--- config.mk ---
export PLATFORM = sky130hd
export DESIGN_NAME = itr_ctrl_flat
export DESIGN_NICKNAME = d
export VERILOG_FILES = /design/src/rtl/itr_ctrl_if.sv /design/src/rtl/itr_ctrl.sv /design/src/flat_wrapper.sv
export SDC_FILE = /design/constraint.sdc
export NUM_CORES = 1
export LEC_CHECK = 0
export ABC_AREA = 1
export CORE_MARGIN = 1.5
export CORE_UTILIZATION = 38
export DETAILED_ROUTE_END_ITERATION = 10
export HOLD_SLACK_MARGIN = 0.1
export MAX_ROUTING_LAYER = met4
export PLACE_DENSITY = 0.84
export SYNTH_ARGS = -nofsm -noshare
export SYNTH_HDL_FRONTEND = slang
export SYNTH_SLANG_ARGS = --single-unit
export TNS_END_PERCENT = 20
--- constraint.sdc ---
create_clock -name clk_i -period 1.3 [get_ports clk_i]
set_clock_uncertainty 0.1 [all_clocks]
set_input_delay 0.195 -clock clk_i [delete_from_list [all_inputs] [get_ports clk_i]]
set_output_delay 0.195 -clock clk_i [all_outputs]
set_load 0.05 [all_outputs]
--- src/rtl/itr_ctrl_if.sv ---
// Processor I/O port bus and interrupt lines seen by the interrupt controller.
interface itr_ctrl_if #(
  parameter int unsigned NSRC   = 4,
  parameter int unsigned NBDATA = 23,
  parameter int unsigned NUIOIN = 2,
  parameter int unsigned NUIOOU = 2
);
  localparam int unsigned AIW = (NUIOIN > 1) ? $clog2(NUIOIN) : 1;
  localparam int unsigned AOW = (NUIOOU > 1) ? $clog2(NUIOOU) : 1;

  logic [NSRC-1:0]   src;
  logic [AIW-1:0]    addr_in;
  logic              req_in;
  logic [AOW-1:0]    addr_out;
  logic              out_en;
  logic [NBDATA-1:0] io_out;
  logic [NBDATA-1:0] vec_out;
  logic              itr;
  logic              busy;
  logic [NSRC-1:0]   pend;

  modport master (
    output src, addr_in, req_in, addr_out, out_en, io_out,
    input  vec_out, itr, busy, pend
  );

  modport slave (
    input  src, addr_in, req_in, addr_out, out_en, io_out,
    output vec_out, itr, busy, pend
  );
endinterface

--- src/rtl/itr_ctrl.sv ---
// Prioritised interrupt controller: edge-detects source requests, masks them, raises itr for
// the lowest-index eligible source and runs the vector-read / end-of-interrupt handshake.
module itr_ctrl #(
  parameter int unsigned NSRC   = 4,
  parameter int unsigned NBDATA = 23,
  parameter int unsigned NUIOIN = 2,
  parameter int unsigned NUIOOU = 2,
  parameter int unsigned VECADR = 0,
  parameter int unsigned MSKADR = 0,
  parameter int unsigned EOIADR = 1,
  parameter int unsigned MSKRST = 0,
  parameter int unsigned TMOUT  = 255
) (
  input  logic        clk_i,
  input  logic        rst_ni,
  itr_ctrl_if.slave   bus_io
);
  localparam int unsigned AIW = (NUIOIN > 1) ? $clog2(NUIOIN) : 1;
  localparam int unsigned AOW = (NUIOOU > 1) ? $clog2(NUIOOU) : 1;
  localparam int unsigned SW  = (NSRC > 1) ? $clog2(NSRC) : 1;
  localparam int unsigned CW  = (TMOUT > 0) ? $clog2(TMOUT + 1) : 1;
  // Counter value on the last REQ cycle before the request is withdrawn.
  localparam logic [CW-1:0] TmoLast = CW'((TMOUT == 0) ? 0 : TMOUT - 1);

  typedef enum logic [1:0] {StIdle, StReq, StServ} state_e;

  state_e          state_q;
  logic [SW-1:0]   sel_q;
  logic            itr_q;
  logic [CW-1:0]   cnt_q;
  logic [NSRC-1:0] src_q;
  logic [NSRC-1:0] pend_q, pend_d;
  logic [NSRC-1:0] mask_q, mask_d;

  logic [NSRC-1:0] rise;
  logic [NSRC-1:0] elig;
  logic [NSRC-1:0] pend_clr;
  logic [SW-1:0]   first_idx;
  logic            vec_rd;
  logic            msk_wr;
  logic            eoi_wr;
  logic            sel_masked;
  logic            unused_io;

  assign unused_io = ^bus_io.io_out;

  // Decode bus strobes, detect edges and pick the highest-priority eligible source.
  always_comb begin
    rise       = bus_io.src & ~src_q;
    elig       = pend_q & mask_q;
    vec_rd     = bus_io.req_in && (bus_io.addr_in == AIW'(VECADR));
    msk_wr     = bus_io.out_en && (bus_io.addr_out == AOW'(MSKADR));
    eoi_wr     = bus_io.out_en && (bus_io.addr_out == AOW'(EOIADR));
    sel_masked = msk_wr && !bus_io.io_out[sel_q];
    first_idx  = '0;
    for (int i = NSRC - 1; i >= 0; i--) begin
      if (elig[i]) first_idx = SW'(i);
    end
    pend_clr = '0;
    if (state_q == StReq && vec_rd) pend_clr = NSRC'(1) << sel_q;
  end

  // Pending and mask next state; a new edge wins over the vector-read clear.
  always_comb begin
    pend_d = (pend_q & ~pend_clr) | rise;
    mask_d = msk_wr ? bus_io.io_out[NSRC-1:0] : mask_q;
  end

  // Edge-detect history, pending and mask registers.
  always_ff @(posedge clk_i or negedge rst_ni) begin
    if (!rst_ni) begin
      src_q  <= '0;
      pend_q <= '0;
      mask_q <= NSRC'(MSKRST);
    end else begin
      src_q  <= bus_io.src;
      pend_q <= pend_d;
      mask_q <= mask_d;
    end
  end

  // Request sequencing FSM with registered itr.
  always_ff @(posedge clk_i or negedge rst_ni) begin
    if (!rst_ni) begin
      state_q <= StIdle;
      sel_q   <= '0;
      itr_q   <= 1'b0;
      cnt_q   <= '0;
    end else begin
      case (state_q)
        StIdle: begin
          if (|elig) begin
            sel_q   <= first_idx;
            state_q <= StReq;
            itr_q   <= 1'b1;
            cnt_q   <= '0;
          end
        end
        StReq: begin
          if (vec_rd) begin
            // Vector read takes priority over a simultaneous mask write.
            state_q <= StServ;
            itr_q   <= 1'b0;
            cnt_q   <= '0;
          end else if (sel_masked) begin
            state_q <= StIdle;
            itr_q   <= 1'b0;
            cnt_q   <= '0;
          end else if (TMOUT != 0 && cnt_q == TmoLast) begin
            state_q <= StIdle;
            itr_q   <= 1'b0;
            cnt_q   <= '0;
          end else begin
            cnt_q <= cnt_q + 1'b1;
          end
        end
        StServ: begin
          if (eoi_wr) state_q <= StIdle;
        end
        default: begin
          state_q <= StIdle;
          itr_q   <= 1'b0;
          cnt_q   <= '0;
        end
      endcase
    end
  end

  assign bus_io.itr     = itr_q;
  assign bus_io.busy    = (state_q != StIdle);
  assign bus_io.pend    = pend_q;
  // Vector only while a request is outstanding; otherwise the "no source" code NSRC.
  assign bus_io.vec_out = (state_q == StReq && bus_io.addr_in == AIW'(VECADR)) ?
                          NBDATA'(sel_q) : NBDATA'(NSRC);
endmodule

--- src/flat_wrapper.sv ---
// flat-port wrapper written by rule: the top's interface ports become plain ports
module itr_ctrl_flat 
#(
  parameter int unsigned NSRC   = 4,
  parameter int unsigned NBDATA = 23,
  parameter int unsigned NUIOIN = 2,
  parameter int unsigned NUIOOU = 2,
  parameter int unsigned VECADR = 0,
  parameter int unsigned MSKADR = 0,
  parameter int unsigned EOIADR = 1,
  parameter int unsigned MSKRST = 0,
  parameter int unsigned TMOUT  = 255
)
  (clk_i, rst_ni, bus_io_src, bus_io_addr_in, bus_io_req_in, bus_io_addr_out, bus_io_out_en, bus_io_io_out, bus_io_vec_out, bus_io_itr, bus_io_busy, bus_io_pend);
  itr_ctrl_if #(.NSRC(NSRC), .NBDATA(NBDATA), .NUIOIN(NUIOIN), .NUIOOU(NUIOOU)) bus_io_i ();
  input  logic clk_i;
  input  logic rst_ni;
  input wire logic [$bits(bus_io_i.src)-1:0] bus_io_src;
  input wire logic [$bits(bus_io_i.addr_in)-1:0] bus_io_addr_in;
  input wire logic [$bits(bus_io_i.req_in)-1:0] bus_io_req_in;
  input wire logic [$bits(bus_io_i.addr_out)-1:0] bus_io_addr_out;
  input wire logic [$bits(bus_io_i.out_en)-1:0] bus_io_out_en;
  input wire logic [$bits(bus_io_i.io_out)-1:0] bus_io_io_out;
  output wire logic [$bits(bus_io_i.vec_out)-1:0] bus_io_vec_out;
  output wire logic [$bits(bus_io_i.itr)-1:0] bus_io_itr;
  output wire logic [$bits(bus_io_i.busy)-1:0] bus_io_busy;
  output wire logic [$bits(bus_io_i.pend)-1:0] bus_io_pend;
  assign bus_io_i.src = bus_io_src;
  assign bus_io_i.addr_in = bus_io_addr_in;
  assign bus_io_i.req_in = bus_io_req_in;
  assign bus_io_i.addr_out = bus_io_addr_out;
  assign bus_io_i.out_en = bus_io_out_en;
  assign bus_io_i.io_out = bus_io_io_out;
  assign bus_io_vec_out = bus_io_i.vec_out;
  assign bus_io_itr = bus_io_i.itr;
  assign bus_io_busy = bus_io_i.busy;
  assign bus_io_pend = bus_io_i.pend;
  itr_ctrl #(.NSRC(NSRC), .NBDATA(NBDATA), .NUIOIN(NUIOIN), .NUIOOU(NUIOOU), .VECADR(VECADR), .MSKADR(MSKADR), .EOIADR(EOIADR), .MSKRST(MSKRST), .TMOUT(TMOUT)) u_core (.clk_i(clk_i), .rst_ni(rst_ni), .bus_io(bus_io_i));
endmodule
==> results.toml <==
[setup_path]
crit_type = "flop to primary output"
critPathMaxFanout = 3
crit_path_end_kind = "primary output"
crit_arrival_ns = 1.25
startpoint_type = "flop"
crit_required_ns = 1.00

[die]
die_area_mm2 = 0.00420
start_util = 0.396
core_mm2 = 0.00366
std_cell_rows = 22
io_pins = 62
die_h_um = 64.8
chipWidth_um = 64.8

[synth]
ys_types = 20
synth-compound-area-share = 0.0655
synth_xor_area_frac = 0.0241
yosys.area.top_type_share = 0.431
yosysWarnings = 0
synth.area.mux_share = 0
syn_area_per_cell_um2 = 7.56
synth_top_area_cell = "dfrtp_1"
syn_area_mm2 = 0.00145
synthTopCellsByArea = "dfrtp_1 (43%), nand2_1 (15%), buf_4 (10%), inv_1 (5.7%), nand3_1 (4.5%)"
synthCells = 192
synth_top_family_by_area = "simple AND/OR/NAND/NOR gates"
synth_sequential_area_ratio = 0.431
synth-simple-area-share = 0.286
yosys_register_bits = 25
synth_fa_ha_area_frac = 0.0172

[layout]
drive_gt1_frac = 0.311
area_delta_synth_final_pct = 45.9
diodes = 0
finalNetCount = 280

[cts]
holdBufCountCts = 0
cts.clk_slew.worst_paths_ns = 0.10
clkLatencyLatePin_ns = 0.28
cts_root_buf = "clkbuf_8"
numCtsBuffers = 3
cts_tree = "done"
htree_levels = 1
cts_sinks = 25
cts_max_path_buffers = 2

[global_routing]
grt_max_degree = 26
grt_pass1_wl_um = 5550
antenna_found_initial = 0
grt_pass1_vias = 1223
track_usage = 0.176
gr-max-usage-layer = "met2"
groute.layer.met2.usage = 0.298
met1_usage = 0.226
use_met3 = 0.0104
grt_overflow = 0

[sta]
post-route-worst-setup-slack_ns = -0.240
hold_viol = 0
period_minus_slack_ns = 1.54
max_freq_mhz = 649
rsz0062_at_grt = "yes"
fin_tns_setup_ns = -1.85
period_share = 1.18
finalMaxSlewViolations = 0
setup_violations = 19

[routing]
dr.first_iter.drc_count = 63
ant_nets = 0
drc_errors = 0
drtPass1Iterations = 5
dr_total_vias = 1329
post_drt_wl_per_cell_um = 12.0
routed_wl_um = 3490
vias_per_cell = 4.55

[place]
place_congestion = 0.903
place_ws_ns = -0.323
numPortBuffers = 22
dp_hpwl_um = 2550

[outcome]
violations = "negative setup slack"
status = "complete, but fails checks"

[pwr]
power_density_mw_per_mm2 = 1820
power.leakage_nw = 1.05
power_mw = 3.86
ir_drop_mv = 0.799

[flow_run]
cap_violations = 0

[min_path]
hold_class = "input pin to asynchronous set/reset pin"
==> cell type report <==
type / count / area (um2)
well taps: 48 / 60.1
clock inverters: 1 / 8.76
repair buffers: 50 / 539
multi-input cells: 141 / 746
clock buffers: 3 / 41.3
flip-flops and latches: 25 / 632
inverters: 24 / 90.1
fillers: 311 / 1540
==> timing repair <==
item                                    in CTS  in global routing
endpoints found under the setup margin      19                 23
gates resized for setup                     12                 19
pin swaps                                    5                  8
buffers inserted                             3                  4
==> metrics by stage <==
step                utilization  area [um2]  std cells  hold slack (ns)
global placement          0.525        1920        281            0.300
global route              0.578        2120        292            0.167
finish                    0.578        2120        292            0.148
CTS                       0.550        2010        288            0.163
detailed placement        0.525        1920        281            0.308
floorplan                     -        1560        211           -0.201
==> report_power, final <==
group / leakage [nW] / total, mW / switching [mW] / internal (mW)
clock: 0.0261 / 0.499 / 0.274 / 0.225
combinational: 0.724 / 2.25 / 1.29 / 0.961
sequential: 0.301 / 1.10 / 0.159 / 0.945
total: 1.05 / 3.86 / 1.73 / 2.13
==> routing by layer <==
metal	wire (um)	up-vias
met2	1820	47
li1	-	660
met5	0	-
met1	1480	614
met3	110	8
met4	76	0
==> registers in the layout (all words and copies together), names as in the netlist <==
name	cells
u_core.bus_io.itr	1
u_core.bus_io.pend	4
u_core.src_q	4
u_core.state_q	2
u_core.mask_q	4
u_core.sel_q	2
u_core.cnt_q	8
==> cells by family after synthesis <==
logic type,count (synthesis)
flip-flops,25
AND/OR/NAND/NOR,98
AO/OA/AOI/OAI,17
adder cells (fa/ha/maj),2
XOR/XNOR,4
buffers and inverters,45
other,1
==> synthesized netlist by cell type <==
cell / count
a21oi_1: 3
nor2_2: 1
buf_4: 20
conb_1: 1
inv_2: 2
nor2_1: 17
nand4_1: 2
nand2_2: 4
dfrtp_1: 25
buf_6: 1
inv_1: 22
ha_1: 2
nand3_1: 13
xnor2_1: 1
nand3_2: 1
nand2_1: 59
o21ai_0: 10
o31ai_1: 4
nand2_4: 1
xor2_1: 3
==> critical path: stages (launching register included) <==
cell     delay, ns
dfrtp_1       0.43
nor2_1        0.22
inv_1         0.12
buf_4         0.20
==> placed cells by master, fill, tap and decap left out, drive strengths merged <==
cell / count
a21oi: 3
buf: 37
clkbuf: 3
clkdlybuf4s50: 13
conb: 20
dfrtp: 25
ha: 2
inv: 25
nand2: 64
nand3: 14
nand4: 2
nor2: 18
o21ai: 10
o31ai: 4
xnor2: 1
xor2: 3
==> final timing paths <==
path	startpoint	end	slack (ns)	depth (start not counted)
max	u_core.state_q[0]	bus_io_busy	-0.24	3
min	rst_ni	u_core.src_q[2]	0.15	2
max reg2reg	u_core.cnt_q[0]	u_core.state_q[0]	-0.13	10
min reg2reg	u_core.src_q[0]	u_core.bus_io.pend[0]	0.33	1
max in group asynchronous	rst_ni	u_core.cnt_q[4]	0.79	2
min in group clk_i	bus_io_src[1]	u_core.src_q[1]	0.26	1
Note: power is estimated with default switching activity, not from simulation.
